<file path="config.mk">
export PLATFORM = sky130hd
export DESIGN_NAME = seq_bit_serializer
export DESIGN_NICKNAME = d
export VERILOG_FILES = /design/src/rtl/seq_bit_serializer.sv
export SDC_FILE = /design/constraint.sdc
export NUM_CORES = 1
export LEC_CHECK = 0
export ABC_CLOCK_PERIOD_IN_PS = 2300
export CELL_PAD_IN_SITES_DETAIL_PLACEMENT = 0
export CELL_PAD_IN_SITES_GLOBAL_PLACEMENT = 2
export CORE_MARGIN = 5
export CORE_UTILIZATION = 35
export DETAILED_ROUTE_END_ITERATION = 8
export PLACE_DENSITY_LB_ADDON = 0.1
export SKIP_LAST_GASP = 1
export SYNTH_ARGS = -nofsm -noshare
export SYNTH_HDL_FRONTEND = slang
export SYNTH_SLANG_ARGS = --single-unit
</file>
<file path="constraint.sdc">
create_clock -name clk -period 2.3 [get_ports clk]
set_input_delay 0.575 -clock clk [delete_from_list [all_inputs] [get_ports clk]]
set_output_delay 0.575 -clock clk [all_outputs]
set_load 0.01 [all_outputs]
</file>
<file path="src/rtl/seq_bit_serializer.sv">
// seq_bit_serializer: parallel-to-serial front end for the serial sequence
// detectors. Words arrive over a valid/ready handshake and leave one bit per
// clock on a registered line (dout/dout_valid) that idles at 0.
//
// Handshake: a word is taken at a rising clk edge where load_valid and
// load_ready are both 1; data_in is sampled only at that edge. load_ready is
// a pure function of the current state, never of load_valid.
//
// Optional feature: define SEQ_SER_PARITY_EN to append one even-parity bit
// (XOR of the captured word) after the data bits of every word.
module seq_bit_serializer #(
    parameter int WIDTH     = 8,
    parameter bit MSB_FIRST = 1'b1,
    parameter int GAP       = 0
) (
    input  logic             clk,
    input  logic             rst,
    input  logic [WIDTH-1:0] data_in,
    input  logic             load_valid,
    output logic             load_ready,
    output logic             dout,
    output logic             dout_valid,
    output logic             busy,
    output logic             done
);

    localparam int CW = $clog2(WIDTH);
    localparam logic [CW-1:0] CNT_LAST = CW'(WIDTH - 1);
    localparam logic [3:0]    GAP_LAST = 4'((GAP > 0) ? GAP - 1 : 0);

    typedef enum logic [1:0] {
        ST_IDLE  = 2'd0,
        ST_SHIFT = 2'd1,
        ST_GAP   = 2'd2
`ifdef SEQ_SER_PARITY_EN
        , ST_PAR = 2'd3
`endif
    } state_t;

    state_t            state_q, state_d;
    logic [WIDTH-1:0]  shift_q, shift_d;
    logic [CW-1:0]     cnt_q, cnt_d;
    logic [3:0]        gap_cnt_q, gap_cnt_d;
    logic              dout_q, dout_d;
    logic              dout_valid_q, dout_valid_d;
    logic              done_q, done_d;
`ifdef SEQ_SER_PARITY_EN
    logic              par_q, par_d;
`endif

    logic accept;

    assign accept     = load_valid && load_ready;
    assign busy       = (state_q != ST_IDLE);
    assign dout       = dout_q;
    assign dout_valid = dout_valid_q;
    assign done       = done_q;

    // Readiness: always in IDLE, and in the final serial cycle of a word when
    // there is no idle gap so the next word can follow without a bubble.
    always_comb begin
        load_ready = 1'b0;
        case (state_q)
            ST_IDLE:  load_ready = 1'b1;
`ifdef SEQ_SER_PARITY_EN
            ST_PAR:   load_ready = (GAP == 0);
`else
            ST_SHIFT: load_ready = (GAP == 0) && (cnt_q == CNT_LAST);
`endif
            default:  load_ready = 1'b0;
        endcase
    end

    // Next-state, datapath and registered-output values.
    always_comb begin
        state_d   = state_q;
        shift_d   = shift_q;
        cnt_d     = cnt_q;
        gap_cnt_d = gap_cnt_q;
`ifdef SEQ_SER_PARITY_EN
        par_d     = par_q;
`endif
        if (accept) begin
            // Capture from IDLE or as a bubble-free back-to-back reload.
            state_d = ST_SHIFT;
            shift_d = data_in;
            cnt_d   = '0;
`ifdef SEQ_SER_PARITY_EN
            par_d   = ^data_in;
`endif
        end else begin
            case (state_q)
                ST_SHIFT: begin
                    if (cnt_q != CNT_LAST) begin
                        cnt_d   = cnt_q + 1'b1;
                        shift_d = MSB_FIRST ? {shift_q[WIDTH-2:0], 1'b0}
                                            : {1'b0, shift_q[WIDTH-1:1]};
                    end else begin
`ifdef SEQ_SER_PARITY_EN
                        state_d = ST_PAR;
`else
                        if (GAP > 0) begin
                            state_d   = ST_GAP;
                            gap_cnt_d = '0;
                        end else begin
                            state_d = ST_IDLE;
                        end
`endif
                    end
                end
`ifdef SEQ_SER_PARITY_EN
                ST_PAR: begin
                    if (GAP > 0) begin
                        state_d   = ST_GAP;
                        gap_cnt_d = '0;
                    end else begin
                        state_d = ST_IDLE;
                    end
                end
`endif
                ST_GAP: begin
                    if (gap_cnt_q == GAP_LAST) begin
                        state_d = ST_IDLE;
                    end else begin
                        gap_cnt_d = gap_cnt_q + 1'b1;
                    end
                end
                default: state_d = ST_IDLE;
            endcase
        end
    end

    // Serial line values for the next cycle; dout is forced low when not valid.
    always_comb begin
        dout_d       = 1'b0;
        dout_valid_d = 1'b0;
        done_d       = 1'b0;
        case (state_d)
            ST_SHIFT: begin
                dout_valid_d = 1'b1;
                dout_d       = MSB_FIRST ? shift_d[WIDTH-1] : shift_d[0];
`ifndef SEQ_SER_PARITY_EN
                done_d       = (cnt_d == CNT_LAST);
`endif
            end
`ifdef SEQ_SER_PARITY_EN
            ST_PAR: begin
                dout_valid_d = 1'b1;
                dout_d       = par_d;
                done_d       = 1'b1;
            end
`endif
            default: begin
                dout_d       = 1'b0;
                dout_valid_d = 1'b0;
                done_d       = 1'b0;
            end
        endcase
    end

    // State and datapath registers with synchronous active-low reset.
    always_ff @(posedge clk) begin
        if (!rst) begin
            state_q      <= ST_IDLE;
            shift_q      <= '0;
            cnt_q        <= '0;
            gap_cnt_q    <= '0;
            dout_q       <= 1'b0;
            dout_valid_q <= 1'b0;
            done_q       <= 1'b0;
`ifdef SEQ_SER_PARITY_EN
            par_q        <= 1'b0;
`endif
        end else begin
            state_q      <= state_d;
            shift_q      <= shift_d;
            cnt_q        <= cnt_d;
            gap_cnt_q    <= gap_cnt_d;
            dout_q       <= dout_d;
            dout_valid_q <= dout_valid_d;
            done_q       <= done_d;
`ifdef SEQ_SER_PARITY_EN
            par_q        <= par_d;
`endif
        end
    end

endmodule

</file>
==> flow_summary.json, run 1 <==
{
  "status": "completed",
  "final.min_clock_period_ns": 2.158,
  "final_common_cell": "dfxtp_1",
  "synth_adder_area_share": 0.07595,
  "synth-xor-area-share": 0.02658,
  "io-pin-count": 16,
  "post-route-drc-count": 0,
  "rsz0062_at_grt": "no",
  "path_class": "reg -> out",
  "ant_nets": 0,
  "yosys.area_share.simple": 0.1557,
  "dieArea_mm2": 0.003987,
  "hpwl_um": 1364,
  "final_hold_viol_count": 0,
  "syn-num-nets": 115,
  "irDropWorstVdd_mv": 0.5126,
  "fin_util": 0.4526,
  "clockBufferDepth": 2,
  "drt_wl_total_um": 1798,
  "hp-class": "reg -> reg",
  "met1_usage": 0.1286,
  "worstPathRequired_ns": 1.73,
  "viasPerCell": 4.865,
  "h-tree-depth": 1,
  "synth_ff_type": "dfxtp_1",
  "synth_top_family_by_area": "compound AO/OA/AOI/OAI gates",
  "synthMuxAreaShare": 0.1013,
  "fp-row-count": 19,
  "syn_inst": 98,
  "yosysWarnings": 0,
  "antenna_cells": 0,
  "use_met3": 0.03730,
  "synth.distinct_cells": 31,
  "core_mm2": 0.002734,
  "setup_viol": 0,
  "post-route-period-util": 0.9384,
  "synth_seq_area_share": 0.4051,
  "async_reset_ff_frac": 0,
  "antenna_found_initial": 0,
  "path_clk_slew_ns": 0.12,
  "tightest_slew_ns": 0.3562,
  "fin_nets": 135,
  "report.final.slew_viol_count": 0,
  "p_leak_nw": 0.5319,
  "cellPowerDensity_mw_per_mm2": 614.3,
  "layout_common_cells": "dfxtp_1 (19), clkdlybuf4s50_1 (14), nand2_1 (12)",
  "cts_made_buffers": 3,
  "grt_pass1_vias": 741,
  "vias": 720,
  "final.setup.tns_ns": 0,
  "reg2reg_slack_ns": 0.51,
  "nFillCells": 277,
  "finalPower_mw": 0.7602,
  "start_util": 0.3616,
  "synth-edff-count": 0,
  "wl_per_cell_um": 12.15,
  "drive_above_1_share": 0.1453,
  "postSynthRegisterBits": 20,
  "dieWidth_um": 63.14,
  "gr-total-overflow": 0,
  "grt.busiest_layer": "met2",
  "gp_congestion": 0.6482,
  "ctsResizeCount": 4,
  "grt_usage": 0.1031,
  "drt_iter0_markers": 15,
  "grt_util_met2": 0.1641,
  "area_delta_synth_final_pct": 25.19,
  "arrival_ns": 1.58,
  "cts_tree": "built",
  "fin_skew_ns": 0.001388,
  "cp-start-kind": "flip-flop",
  "clk_latency_ns": 0.30,
  "grt_max_degree": 20,
  "postCtsSetupRepairBufs": 0,
  "syn_area_um2": 988.4,
  "layout_setup_ws_ns": 0.1417,
  "clkSinkCount": 20,
  "numPortBuffers": 15,
  "clock-root-buffer": "clkbuf_4",
  "grt_pass1_wl_um": 3305,
  "drv_cap": 0,
  "worstPathMaxFanout": 3,
  "synth-compound-area-share": 0.1823,
  "die_h_um": 63.14,
  "avgSynthCellArea_um2": 10.09,
  "crit_path_end_kind": "output pin",
  "first_pass_iters": 4,
  "pre_cts_slack_ns": 0.1769,
  "relSlewSlack": 0.7619,
  "clock.fmax_ghz": 0.4633,
  "ctsHoldBuffers": 0
}
-- path summary, 6_finish.rpt --
path	start	to	cells after the start
worst max register to register	state_q[1]	dout	6
worst min-delay path	state_q[1]	state_q[1]	2
worst min register to register	state_q[1]	state_q[1]	2
worst max-delay path	state_q[0]	busy	4
-- layer usage --
layer | vias to the layer above | part of all wire
li1 | 377 | -
met1 | 326 | 0.46
met2 | 15 | 0.48
met3 | 2 | 0.043
met4 | 0 | 0.010
met5 | - | 0
-- critical path: stages, from the launching register on --
cell             delay, ns
dfxtp_1               0.37
inv_1                 0.07
ha_1                  0.24
inv_1                 0.07
clkdlybuf4s50_1       0.53
-- cells in the mapped netlist (3+ instances only) --
master / instances / area [um^2]
nor2_1: 3 / 11.26
o211a_1: 6 / 60.06
mux2i_1: 10 / 100.1
nand2_1: 12 / 45.04
and2_1: 5 / 31.28
ha_1: 6 / 75.07
inv_1: 6 / 22.52
dfxtp_1: 20 / 400.4
xnor2_1: 3 / 26.28
-- cell type report --
class / instances / area [um^2] / area share
multi-input combinational: 68 / 546.8 / 0.4419
tap: 31 / 38.79 / 0.03134
clock inverter: 1 / 30.03 / 0.02427
inverter: 7 / 26.28 / 0.02123
sequential: 20 / 401.6 / 0.3246
clock buffer: 3 / 22.52 / 0.01820
timing repair buffer: 18 / 171.4 / 0.1385
-- state kept, by name, summed over array words and instances, names as in the netlist --
| name | count |
|---|---|
| state_q | 2 |
| cnt_q | 3 |
| dout | 1 |
| gap_cnt_q | 4 |
| dout_valid | 1 |
| done | 1 |
| shift_q | 8 |
-- through the flow --
step                instance area [um^2]  hold slack (ns)  instances
finish                              1237           0.4720        148
floorplan                          988.4           0.4549         98
CTS                                 1237           0.4739        148
global placement                    1174           0.4699        144
global route                        1237           0.5183        148
detailed placement                  1174           0.4787        144
-- logic make-up (layout without fill, tap and decap cells) --
family,after synthesis,in the layout
buf+inv,10,29
simple gates,29,29
fa+ha+maj,6,6
mux,10,10
xor+xnor,3,3
compound gates,20,20
flops,20,20
-- where the power goes --
part / switching, mW / internal (mW)
combinational: 0.0457 / 0.0547
sequential: 0.00764 / 0.362
clock: 0.114 / 0.176
(Power assumes the default switching activity.)
==> run 2: changes to the inputs <==
ABC_AREA = 1   (was unset)
CORE_UTILIZATION = 31   (was 35)
==> run 2 against run 1 <==
Against the previous run: final cell count up 19%; critical path depth up 1; utilization down 7.0 points; combinational power down 5%; clock power down 42%; critical endpoint is now load_ready; fmax down 1.0%; global-route usage up 0.17 points; clock skew up 0.0061 ns; highest routed layer unchanged; setup slack worse by 0.023 ns; largest power group unchanged; synthesized area down 3.8%.
==> flow_summary.json, run 2 <==
{
  "synth_ff_type": "dfxtp_1",
  "p_int_mw": 0.4682,
  "hp-class": "reg -> reg",
  "async_reset_ff_frac": 0,
  "fin_skew_ns": 0.007493,
  "first_pass_iters": 4,
  "seqPwrFrac": 0.584,
  "tightest_slew_ns": 0.4829,
  "layout_setup_ws_ns": 0.1188,
  "postSynthRegisterBits": 20,
  "ctsHoldBuffers": 0,
  "grt_max_degree": 20,
  "relSlewSlack": 0.6777,
  "hpwl_um": 1446,
  "drive_above_1_share": 0.06294,
  "final_common_cell": "nand2_1",
  "hold-worst-slack_ns": 0.5024,
  "critical_path.max_stage_delay_ns": 0.54,
  "reg.largest.list": "shift_q x8, gap_cnt_q x4, cnt_q x3",
  "gp_congestion": 0.7455,
  "pre_cts_slack_ns": 0.4332,
  "slowest_stage": "clkdlybuf4s50_1",
  "clkSinkCount": 20,
  "cts_made_buffers": 3,
  "path_buf_inv": 2,
  "post-route-period-util": 0.9483,
  "avgSynthCellArea_um2": 7.547,
  "postCtsSetupRepairBufs": 0,
  "post-route-drc-count": 0,
  "numPortBuffers": 15,
  "yosysWarnings": 0,
  "clockBufferDepth": 2,
  "setup_viol": 0,
  "start_util": 0.3167,
  "fp-row-count": 20,
  "path_clk_slew_ns": 0.11,
  "layout_common_cells": "nand2_1 (27), dfxtp_1 (20), nor2_1 (15), clkdlybuf4s50_1 (15), inv_1 (14)",
  "h-tree-depth": 1,
  "drt_wl_total_um": 2026,
  "synth-edff-count": 0,
  "fin_nets": 162,
  "syn_inst": 126,
  "ctsResizeCount": 0,
  "switching_share": 0.2580,
  "worstPathRequired_ns": 1.73,
  "syn-num-nets": 143,
  "drv_cap": 0,
  "grt_pass1_wl_um": 3408,
  "rsz0062_at_grt": "no",
  "cp-start-kind": "flip-flop",
  "clock-root-buffer": "clkbuf_4",
  "crit_path_end_kind": "output pin",
  "dieArea_mm2": 0.004275,
  "wl_per_cell_um": 11.51,
  "arrival_ns": 1.61,
  "final.setup.tns_ns": 0,
  "antenna_found_initial": 0,
  "area_delta_synth_final_pct": 20.92,
  "grt_pass1_vias": 784,
  "die_h_um": 65.39,
  "status": "completed",
  "antenna_cells": 0,
  "synthTopCellsByCount": "nand2_1 (27), dfxtp_1 (20), nor2_1 (15)",
  "clk_latency_ns": 0.30,
  "yosys.area.top_type": "dfxtp_1",
  "synth_seq_area_share": 0.4211,
  "cellPowerDensity_mw_per_mm2": 548.8,
  "io-pin-count": 16,
  "nFillCells": 348,
  "final.min_clock_period_ns": 2.181,
  "synth.distinct_cells": 20,
  "largest_reg_flops": 8,
  "finalPower_mw": 0.6311,
  "path_class": "reg -> out",
  "worstPathMaxFanout": 3,
  "path_cells": "inv_1 -> ha_1 -> nand3_1 -> nand2_2 -> clkdlybuf4s50_1",
  "synth_top_area_share": 0.4211,
  "viasPerCell": 4.614,
  "core_mm2": 0.003003,
  "report.final.slew_viol_count": 0,
  "dieWidth_um": 65.39,
  "switchingPower_mw": 0.1628,
  "syn_area_um2": 950.9,
  "final_hold_viol_count": 0,
  "clock.fmax_ghz": 0.4585,
  "largest-register": "shift_q",
  "ant_nets": 0,
  "p_leak_nw": 0.5193,
  "power.share.clock": 0.264,
  "fin_util": 0.3829,
  "reg2reg_slack_ns": 0.79,
  "vias": 812,
  "grt_usage": 0.1048,
  "cts_tree": "built",
  "power_frac_comb": 0.151,
  "irDropWorstVdd_mv": 0.1601,
  "synth_most_common_cell": "nand2_1",
  "gr-total-overflow": 0,
  "critPathTopFamily": "buffers and inverters",
  "synth_top_cells_by_area": "dfxtp_1 (42%), nand2_1 (11%), ha_1 (7.9%)",
  "drt_iter0_markers": 42
}
run 2: routing by layer:
layer,track usage,routed length (um)
met1,0.1196,980
met2,0.1757,926
met3,0.03077,100
met4,0.05440,18
met5,0,0
run 2: power by group through the flow:
stage	sequential, mW	clock [mW]	combinational [mW]
after CTS	0.369	0.177	0.0970
final	0.369	0.167	0.0954
after global routing	0.371	0.193	0.108
after global placement	0.376	0	0.0964
after detailed placement	0.376	0	0.0962
after floorplan	0.376	0	0.0592
run 2: cell type report:
type	instances	area (um^2)	area share
multi-input cells	87	456.7	0.3972
inverters	15	56.30	0.04897
repair buffers	18	172.7	0.1502
clock buffers	3	22.52	0.01959
well taps	33	41.29	0.03591
flip-flops and latches	20	400.4	0.3482
run 2: metrics by stage:
step                      std cells  area (um^2)
final                           176         1150
after global routing            176         1150
after CTS                       176         1150
after detailed placement        173         1127
after global placement          173         1127
after floorplan                 126        950.9
run 2: worst register-to-register path, cell delays in order (launching register included):
cell and delay (ns):
dfxtp_1 0.36, inv_1 0.07, ha_1 0.20, nand3_1 0.10, nand2_2 0.06, nand2_2 0.07, buf_4 0.24, nand2_1 0.16
nand2_1 0.09, a21oi_1 0.06
run 2: logic make-up (layout without fill, tap and decap cells):
group | Yosys count | count (layout) | share of synthesized area
AOI/OAI and AO/OA | 17 | 17 | 0.1000
xor gates and xnor gates | 3 | 3 | 0.02764
adders and majority gates | 6 | 6 | 0.07895
buffers and inverters | 19 | 36 | 0.09867
DFF | 20 | 20 | 0.4210
and+or+nand+nor | 61 | 61 | 0.2737
run 2: worst paths after layout:
path,to,start,cells after the start
setup reg to reg,gap_cnt_q[3],state_q[1],9
hold / removal,shift_q[0],shift_q[0],2
setup / recovery,load_ready,state_q[1],5
hold reg to reg,shift_q[0],shift_q[0],2
